<file path="config.mk">
export PLATFORM = sky130hd
export DESIGN_NAME = rm14_encode
export DESIGN_NICKNAME = d
export VERILOG_FILES = /design/src/rtl/rm14_encode.sv
export SDC_FILE = /design/constraint.sdc
export NUM_CORES = 1
export LEC_CHECK = 0
export BUFFER_PORTS_ARGS = -buffer_cell sky130_fd_sc_hd__buf_2
export CAP_MARGIN = 20
export CELL_PAD_IN_SITES_DETAIL_PLACEMENT = 1
export CELL_PAD_IN_SITES_GLOBAL_PLACEMENT = 1
export CORE_ASPECT_RATIO = 0.9
export CORE_MARGIN = 2
export CORE_UTILIZATION = 43
export DETAILED_ROUTE_END_ITERATION = 6
export PLACE_DENSITY = 0.87
export RECOVER_POWER = 50
export SYNTH_ARGS = -nofsm -noshare
export SYNTH_HDL_FRONTEND = slang
export SYNTH_SLANG_ARGS = --single-unit
</file>
<file path="constraint.sdc">
create_clock -name clk -period 3.58 [get_ports clk]
set_input_delay 0.179 -clock clk [delete_from_list [all_inputs] [get_ports clk]]
set_output_delay 0.179 -clock clk [all_outputs]
set_load 0.01 [all_outputs]
</file>
<file path="src/rtl/rm14_encode.sv">
// RM(1,4) systematic encoder: 5-bit message in, 16-bit codeword out in parallel
// and as a bit-serial stream with valid/ready flow control on both sides.
module rm14_encode #(
    parameter bit MSB_FIRST = 1'b1
) (
    input  logic        clk,
    input  logic        rst_n,
    input  logic [4:0]  msg_in,
    input  logic        msg_valid,
    output logic        msg_ready,
    output logic [15:0] cw_out,
    output logic        cw_valid,
    output logic        tx_bit,
    output logic        tx_valid,
    output logic        tx_last,
    input  logic        tx_ready,
    output logic        busy
);

    // state | meaning
    // IDLE  | no codeword in flight, message port open
    // SEND  | shifting the loaded codeword out, one bit per tx transfer
    typedef enum logic {
        IDLE = 1'b0,
        SEND = 1'b1
    } state_t;

    state_t      state;
    logic [15:0] shreg;
    logic [15:0] shreg_next;
    logic [15:0] cw_next;
    logic [3:0]  cnt;
    logic        accept;
    logic        xfer;

    // Affine Boolean function of the point x; the even-weight term carries m4.
    function automatic logic f_point(input logic [4:0] m, input logic [3:0] x);
        return ((^x) ? 1'b0 : m[4]) ^ (x[0] & m[3]) ^ (x[1] & m[2])
             ^ (x[2] & m[1]) ^ (x[3] & m[0]);
    endfunction

    // Information points 0,1,2,4,8 first so the message lands verbatim in [15:11].
    always_comb begin
        cw_next = {
            f_point(msg_in, 4'd0),  f_point(msg_in, 4'd1),
            f_point(msg_in, 4'd2),  f_point(msg_in, 4'd4),
            f_point(msg_in, 4'd8),  f_point(msg_in, 4'd3),
            f_point(msg_in, 4'd5),  f_point(msg_in, 4'd6),
            f_point(msg_in, 4'd7),  f_point(msg_in, 4'd9),
            f_point(msg_in, 4'd10), f_point(msg_in, 4'd11),
            f_point(msg_in, 4'd12), f_point(msg_in, 4'd13),
            f_point(msg_in, 4'd14), f_point(msg_in, 4'd15)
        };
    end

    always_comb begin
        shreg_next = MSB_FIRST ? {shreg[14:0], 1'b0} : {1'b0, shreg[15:1]};
    end

    assign tx_valid  = (state == SEND);
    assign busy      = (state == SEND);
    assign tx_last   = (state == SEND) && (cnt == 4'd15);
    assign tx_bit    = (state == SEND) && (MSB_FIRST ? shreg[15] : shreg[0]);
    assign xfer      = tx_valid & tx_ready;
    // Only combinational input-to-output path: lets a new message ride the last transfer.
    assign msg_ready = (state == IDLE) || (tx_last && tx_ready);
    assign accept    = msg_valid & msg_ready;

    always_ff @(posedge clk) begin
        if (!rst_n) begin
            state    <= IDLE;
            shreg    <= '0;
            cw_out   <= '0;
            cnt      <= '0;
            cw_valid <= 1'b0;
        end else begin
            cw_valid <= accept;
            if (accept) begin
                shreg  <= cw_next;
                cw_out <= cw_next;
                cnt    <= '0;
                state  <= SEND;
            end else if (xfer) begin
                shreg <= shreg_next;
                cnt   <= cnt + 4'd1;
                if (cnt == 4'd15)
                    state <= IDLE;
            end
        end
    end

endmodule

</file>
Yosys cells after proc, flatten, opt, wreduce, memory -nomap -nowiden. Index checks and enable logic that the tools add are counted.

Add/subtract/negate cells: 1. Equal/unequal tests: 1. Multiplexer cells: 5. Bitwise operators: 22. Reductions and logical operators: 8.

Operators with widths (number): $mux W16 (2); $xor A1 B1 Y1 (18); $add A4 B1 Y4 const B (1); $eq A4 B4 Y1 const B (1); $reduce_bool A2 Y1 (2); $logic_and A1 B1 Y1 (3); $mux W1 (3); $and A1 B1 Y1 (2); $not A1 Y1 (2); $reduce_and A2 Y1 (1); $reduce_or A2 Y1 (1); $logic_or A1 B1 Y1 (1).

Register bits: 38. Output and inout bits: 22. Word-level logic and storage cells: 42.

Longest topological paths before layout. Gate-level depths: netlist of run 1.

Word-level depth: 7. Depth in mapped cells: 6. Gate-level depth less buffers: 5.

Worst setup path after synthesis of run 1. OpenSTA, ideal clock, no wires.

Kind: register -> register. From: reg cnt[0]. To: reg shreg[7]. Arrival time: 1.272 ns. Required time: 3.506 ns. Path slack: 2.234 ns. Cell stages (with the launch flop): 7. Buffers on the path: 1. Period minus slack after synthesis: 1.346 ns. Path through: dfxtp_1 ha_1 nand4_2 a21oi_4 buf_6 nand2_1 a31oi_1.

Word-level cells in the longest chain between the ends: 6. Elaborated cells on any way between the ends: 7.

Ends and longest elaborated chain: start: declaration (line 32) `logic [3:0] cnt;`; start signal: assignment (line 85) `cnt <= cnt + 4'd1;`; $eq A4 B4 Y1 (*) (line 62) `assign tx_last = (state == SEND) && (cnt == 4'd15);`; $logic_and A1 B1 Y1 (*) (line 62); $logic_and A1 B1 Y1 (*) (line 66) `assign msg_ready = (state == IDLE) || (tx_last && tx_ready);`; $logic_or A1 B1 Y1 (*) (line 66); $and A1 B1 Y1 (*) (line 67) `assign accept = msg_valid & msg_ready;`; $mux W16 / $reduce_bool A2 Y1 (equally long branches); end signal: assignment (line 79) `shreg <= cw_next;`; end signal: assignment (line 84) `shreg <= shreg_next;`; end: declaration (line 29) `logic [15:0] shreg;`.

Mark *: on every way between the ends. The rest lies on a longest branch, timed or not. A chain may end at the register's enable or synchronous reset.

Worst setup path after layout of run 1.
From: reg state (netlist: busy). To: reg shreg[0].

Word-level cells in the longest chain between the ends: 5. Elaborated cells on any way between the ends: 8.

Ends and longest elaborated chain: start: declaration (line 28) `state_t state;`; start signal: assignment (line 71) `state <= IDLE;`; start signal: assignment (line 82) `state <= SEND;`; start signal: assignment (line 87) `state <= IDLE;`; $logic_and A1 B1 Y1 (line 62); $logic_and A1 B1 Y1 (line 66); $logic_or A1 B1 Y1 (line 66); $and A1 B1 Y1 (line 67); $mux W16 / $reduce_bool A2 Y1 (equally long branches).

Several ways; a longest one is shown, not always the timed one.

==> results_dict.tcl, run 1 <==
set metrics [dict create \
    status "complete, but fails checks" \
    violations "capacitance limit, slew limit" \
    rsz0062_at_grt "false" \
    final-setup-viol-count 0 \
    syn_inst 187 \
    endpoint_kind "flip-flop" \
    ant_nets 0 \
    dr.max_layer_used "met4" \
    crit_fanout 17 \
    pwr-share-comb_pct 15.1 \
    final_nets 220 \
    antenna_found_initial 0 \
    power_leakage_nw 0.6646 \
    die_area_mm2 0.004326 \
    synth.largest_area_cell "dfxtp_1" \
    drtIter0Drc 51 \
    powerDensity_mw_per_mm2 501.1 \
    dr.pass1.iters 4 \
    syn_area_mm2 0.001640 \
    sequentialPowerShare_pct 51.5 \
    postCtsSetupBuffers 0 \
    wirelength_um 3702 \
    ys_types 27 \
    synth_most_common_cell "nand2_1" \
    p_switching_w 0.0002560 \
    peakVddDrop_mv 0.1758 \
    htreeDepth 2 \
    grt_max_degree 36 \
    core_area_mm2 0.003679 \
    p_int_w 0.0006624 \
    clk_pin_slew_ns 0.07 \
    synth_top_area_share_pct 46.38 \
    fp.dieW_um 69.11 \
    final.setup.tns_ns 0 \
    drv_slew 17 \
    clockBufferDepth 2 \
    cp-start-kind "flip-flop" \
    track_usage_pct 18.10 \
    cts_tree "done" \
    synth_seq_cells 38 \
    num_vias 1352 \
    async_flop_share_pct 0 \
    root_buffer "clkbuf_8" \
    arrival_ns 2.62 \
    cts_hold_buf 0 \
    grt_pass1_wl_um 6251 \
    power.total_w 0.0009184 \
    min_path_type "primary input to flip-flop" \
    switching_share_pct 27.88 \
    report.final.hold_viol_count 0 \
    fp-row-count 21 \
    cts_buffers 5 \
    vias_per_cell 5.261 \
    syn_nets 197 \
    clock_sinks 38 \
    multiInputGateArea_um2 780.7 \
    synth_common_cells "51 x nand2_1, 38 x dfxtp_1, 15 x a31oi_1" \
    drc 0 \
    gp_congestion 0.7406 \
    tightest_slew_ns 1.567 \
    drive_above_1_share_pct 9.479 \
    final_core_utilization_pct 49.83 \
    relSlewSlack_pct -5.603 \
    fin_skew_ns 0.005745 \
    grt_pass1_vias 1314 \
    antenna_cells 0 \
    period_minus_slack_ns 2.412 \
    initial_core_util_pct 44.59 \
    worst_slack_ns 1.168 \
    io_buffers 30 \
    dp.final_hpwl_um 2549 \
    die_h_um 62.60 \
    fillCellCount 465 \
    syn2layout_area_growth_pct 11.75 \
    ioPinCount 31 \
    wire_per_inst_um 14.40 \
    met2_length_um 1680 \
    clk_latency_ns 0.29 \
    cap_violations 1 \
    fmax_mhz 414.7 \
    yosys-top-cells-area "dfxtp_1 46%, nand2_1 12%, xnor2_1 7.5%" \
    pwr-share-clk_pct 33.4 \
    regArea_um2 760.7 \
    pre_cts_ws_ns 1.559 \
    yosysWarnings 0 \
    grt_overflow_total 0 \
    crit_type "flip-flop to flip-flop" \
    syn_area_per_cell_um2 8.772 \
    met1_length_um 1794 \
    synth_edf_count 0 \
    synth_ff_type "dfxtp_1" \
    seq_area_frac_synth_pct 46.38 \
    wl_met3_um 168 \
    postCtsResizedCells 0 \
    cp.required_ns 3.79 \
    timing.final.crit_share_pct 67.36 \
]
[power groups by stage]
stage          Combinational (W)  Clock, W  Sequential (W)
2_1_floorplan           0.000102         0        0.000484
3_3_place_gp            0.000136         0        0.000481
3_5_place_dp            0.000142         0        0.000482
4_1_cts                 0.000143  0.000320        0.000473
5_1_grt                 0.000157  0.000339        0.000477
6_report                0.000138  0.000307        0.000473
[through the flow]
| stage | hold slack (ns) | std cells | cell area (µm²) |
|---|---|---|---|
| after global routing | 0.2003 | 257 | 1833 |
| after CTS | 0.1924 | 256 | 1858 |
| final | 0.2009 | 257 | 1833 |
| after detailed placement | 0.4463 | 248 | 1763 |
| after global placement | 0.4460 | 248 | 1763 |
| after floorplan | 0.3173 | 187 | 1640 |
[worst paths after layout]
kind / start / slack, ns / to / cells past startpoint
min reg2reg: cw_out[1]$_SDFFE_PN0N_ / 0.47 / cw_out[1]$_SDFFE_PN0N_ / 2
max reg2reg: busy$_SDFFE_PN0P_ / 1.17 / shreg[0]$_SDFFE_PN0P_ / 4
min: tx_ready / 0.20 / cnt[1]$_SDFFE_PP0P_ / 3
max: busy$_SDFFE_PN0P_ / 1.17 / shreg[0]$_SDFFE_PN0P_ / 4
[layout make-up]
class                           count  area share, %
Multi-Input combinational cell    133          42.59
Sequential cell                    38          41.50
Timing Repair Buffer               31          7.372
Clock buffer                        6          4.505
Tap cell                           46          3.140
Clock inverter                      2         0.6826
Inverter                            1         0.2048
[worst max-delay path: stages, from the launching register on]
cell       delay (ns)
dfxtp_1          0.44
o21ai_0          1.26
buf_6            0.29
and3_1           0.22
o2bb2ai_1        0.12
[routing by layer]
metal  vias up  global-route usage [%]
met5         -                       0
met4         0                   6.618
met3         5                   5.484
met2        28                   29.21
met1       642                   22.86
li1        677                       -
[cells in the final DEF, fill, tap and decap left out, types with 2 or more instances in the layout]
cell type   n
nand3_1     3
clkbuf_1   21
dfxtp_1    38
nand2_1    51
xor2_1      3
buf_2       9
o2bb2ai_1   2
nor2_1      3
a21boi_0   16
a31oi_1    15
xnor2_1    14
clkbuf_8    6
o21ai_0    15
and3_1      2
[sequential cells by signal, summed over array words and instances, names as in the netlist]
name,flops
cw_out,16
cw_valid,1
cnt,4
busy,1
shreg,16
[logic make-up (layout without fill, tap and decap cells)]
group | Yosys count | count (layout) | share of synthesized area [%]
adder cells (fa/ha/maj) | 1 | 1 | 0.7627
flip-flops | 38 | 38 | 46.38
XOR/XNOR | 18 | 18 | 10.76
AND/OR/NAND/NOR | 62 | 62 | 15.71
AO/OA/AOI/OAI | 52 | 52 | 20.98
buffers and inverters | 16 | 40 | 5.415
(Power assumes the default switching activity.)
==> run 2: changes to the inputs <==
--- a/config.mk
+++ b/config.mk
@@ -11,9 +11,9 @@
 export CELL_PAD_IN_SITES_GLOBAL_PLACEMENT = 1
 export CORE_ASPECT_RATIO = 0.9
 export CORE_MARGIN = 2
-export CORE_UTILIZATION = 43
+export CORE_UTILIZATION = 36
 export DETAILED_ROUTE_END_ITERATION = 6
-export PLACE_DENSITY = 0.87
+export PLACE_DENSITY = 0.78
 export RECOVER_POWER = 50
 export SYNTH_ARGS = -nofsm -noshare
 export SYNTH_HDL_FRONTEND = slang
==> constraint.sdc (replaced) <==
create_clock -name clk -period 2.1 [get_ports clk]
set_input_delay 0.105 -clock clk [delete_from_list [all_inputs] [get_ports clk]]
set_output_delay 0.105 -clock clk [all_outputs]
set_load 0.01 [all_outputs]
==> run 2 against run 1 <==
Sequential power grew 70%. Count of clock-buffer cells in the layout up 1. Routed wire length shrank 2.4%. Combinational power grew 76%. Register-to-register slack got worse by 0.78 ns. Via count shrank 2.5%. Final cell count increased by 6.6%. Die area increased by 18%. Flip-flop and latch count is the same. The run now ends clean. Worst setup slack worse by 0.78 ns. Global-route usage fell by 2.1 points.
==> results_dict.tcl, run 2 (synthesized netlist as in run 1, its figures left out) <==
set metrics [dict create \
    status "complete, no violations" \
    wire_per_inst_um 13.19 \
    crit_slowest_cell "a21oi_4" \
    num_vias 1318 \
    syn2layout_area_growth_pct 14.34 \
    tightest_slew_ns 0.5113 \
    cp-start-kind "flip-flop" \
    final_common_cell "nand2_1" \
    initial_core_util_pct 37.01 \
    ioPinCount 31 \
    root_buffer "clkbuf_8" \
    cts_tree "done" \
    regArea_um2 760.7 \
    crit_type "flip-flop to flip-flop" \
    grt_pass1_wl_um 6099 \
    crit_fanout 17 \
    postCtsResizedCells 0 \
    endpoint_kind "flip-flop" \
    timing.final.crit_share_pct 81.48 \
    drv_slew 0 \
    die_h_um 68.04 \
    postCtsSetupBuffers 0 \
    powerDensity_mw_per_mm2 835.4 \
    fp.dieW_um 75.15 \
    fin_skew_ns 0.006590 \
    power_leakage_nw 0.6749 \
    core_area_mm2 0.004432 \
    final_core_utilization_pct 42.32 \
    arrival_ns 1.93 \
    cts_hold_buf 0 \
    crit_buf_inv 0 \
    cap_violations 0 \
    drc 0 \
    track_usage_pct 16.04 \
    die_area_mm2 0.005113 \
    layout_common_cells "51 x nand2_1, 38 x dfxtp_1, 23 x clkbuf_1" \
    vias_per_cell 4.810 \
    io_buffers 30 \
    rsz0062_at_grt "false" \
    cp.required_ns 2.32 \
    final-setup-viol-count 0 \
    grt_overflow_total 0 \
    drtIter0Drc 78 \
    final.setup.tns_ns 0 \
    multiInputGateArea_um2 784.5 \
    antenna_cells 0 \
    antenna_found_initial 0 \
    cts_buffers 5 \
    ant_nets 0 \
    min_path_type "primary input to flip-flop" \
    gp_congestion 0.7025 \
    dpl.cell_count 265 \
    final_nets 221 \
    grt_pass1_vias 1333 \
    dp.final_hpwl_um 2482 \
    clockBufferDepth 2 \
    reg_top3 "cw_out (16), shreg (16), cnt (4)" \
    wirelength_um 3613 \
    relSlewSlack_pct 65.92 \
    drive_above_1_share_pct 9.434 \
    dr.pass1.iters 4 \
    clk_pin_slew_ns 0.08 \
    report.final.hold_viol_count 0 \
    cp_top_family "compound AO/OA/AOI/OAI gates" \
    peakVddDrop_mv 0.3368 \
    grt_max_degree 36 \
    period_minus_slack_ns 1.711 \
    fmax_mhz 584.4 \
    path_cells "ha_1, nand4_1, a21oi_4, and3_1, o2bb2ai_1" \
    finalNonFillerCells 274 \
    clock_sinks 38 \
    clk_latency_ns 0.29 \
    cpPeakStageDelay_ns 0.46 \
    htreeDepth 2 \
    fp-row-count 23 \
    fillCellCount 562 \
]
==> run 2: changes by cell type in the layout (fill, tap and decap cells not counted) <==
| cell | delta |
|---|---|
| clkbuf_1 | +2 |
| and2_0 | -1 |
| and2_1 | +1 |
| buf_12 | +1 |
| buf_2 | -1 |
| buf_6 | -1 |
| buf_8 | +1 |
| clkinvlp_4 | -1 |
| o21ai_0 | -1 |
| o21ai_2 | +1 |
==> run 2: path summary, 6_finish.rpt <==
kind | depth (start not counted) | start | slack (ns) | end
hold / removal | 3 | tx_ready | 0.12 | cnt[1]$_SDFFE_PP0P_
setup reg to reg | 5 | cnt[0]$_SDFFE_PP0P_ | 0.39 | cw_out[0]$_SDFFE_PN0N_
hold reg to reg | 2 | cw_out[7]$_SDFFE_PN0N_ | 0.46 | cw_out[7]$_SDFFE_PN0N_
setup / recovery | 5 | cnt[0]$_SDFFE_PP0P_ | 0.39 | cw_out[0]$_SDFFE_PN0N_
==> run 2: worst register-to-register path: cells and delay by family (launching register included) <==
family | cells | cell delay [ns]
compound gates | 2 | 0.58
simple gates | 2 | 0.49
fa+ha+maj | 1 | 0.20
flops | 1 | 0.37
==> run 2: final cells by class <==
type | instances | share of cell area [%]
sequential | 38 | 40.56
timing repair buffer | 32 | 8.406
multi-input combinational | 133 | 41.83
clock buffer | 7 | 4.603
clock inverter | 1 | 0.2668
inverter | 1 | 0.2001
tap | 62 | 4.136
==> run 2: metal layers <==
layer  wire (µm)  GRT usage, %
met5           0             0
met3         158         6.627
met1        1851         19.73
met2        1558         25.55
met4          45         5.263
==> run 2: metrics by stage <==
stage	hold slack (ns)	setup slack, ns	cell area (µm²)	total power [W]
after floorplan	0.2433	0.7537	1640	0.0009977
after global placement	0.4257	0.3493	1803	0.001059
after detailed placement	0.4295	0.2803	1803	0.001068
after CTS	0.1145	0.2586	1894	0.001592
after global routing	0.1291	0.2204	1876	0.001662
final	0.1183	0.3889	1876	0.001567
==> run 2: where the power goes <==
part / internal, W / leakage, nW / switching (W)
registers: 0.000775 / 0.312 / 0.0000297
clock network: 0.000265 / 0.0482 / 0.000254
logic: 0.0000963 / 0.314 / 0.000146
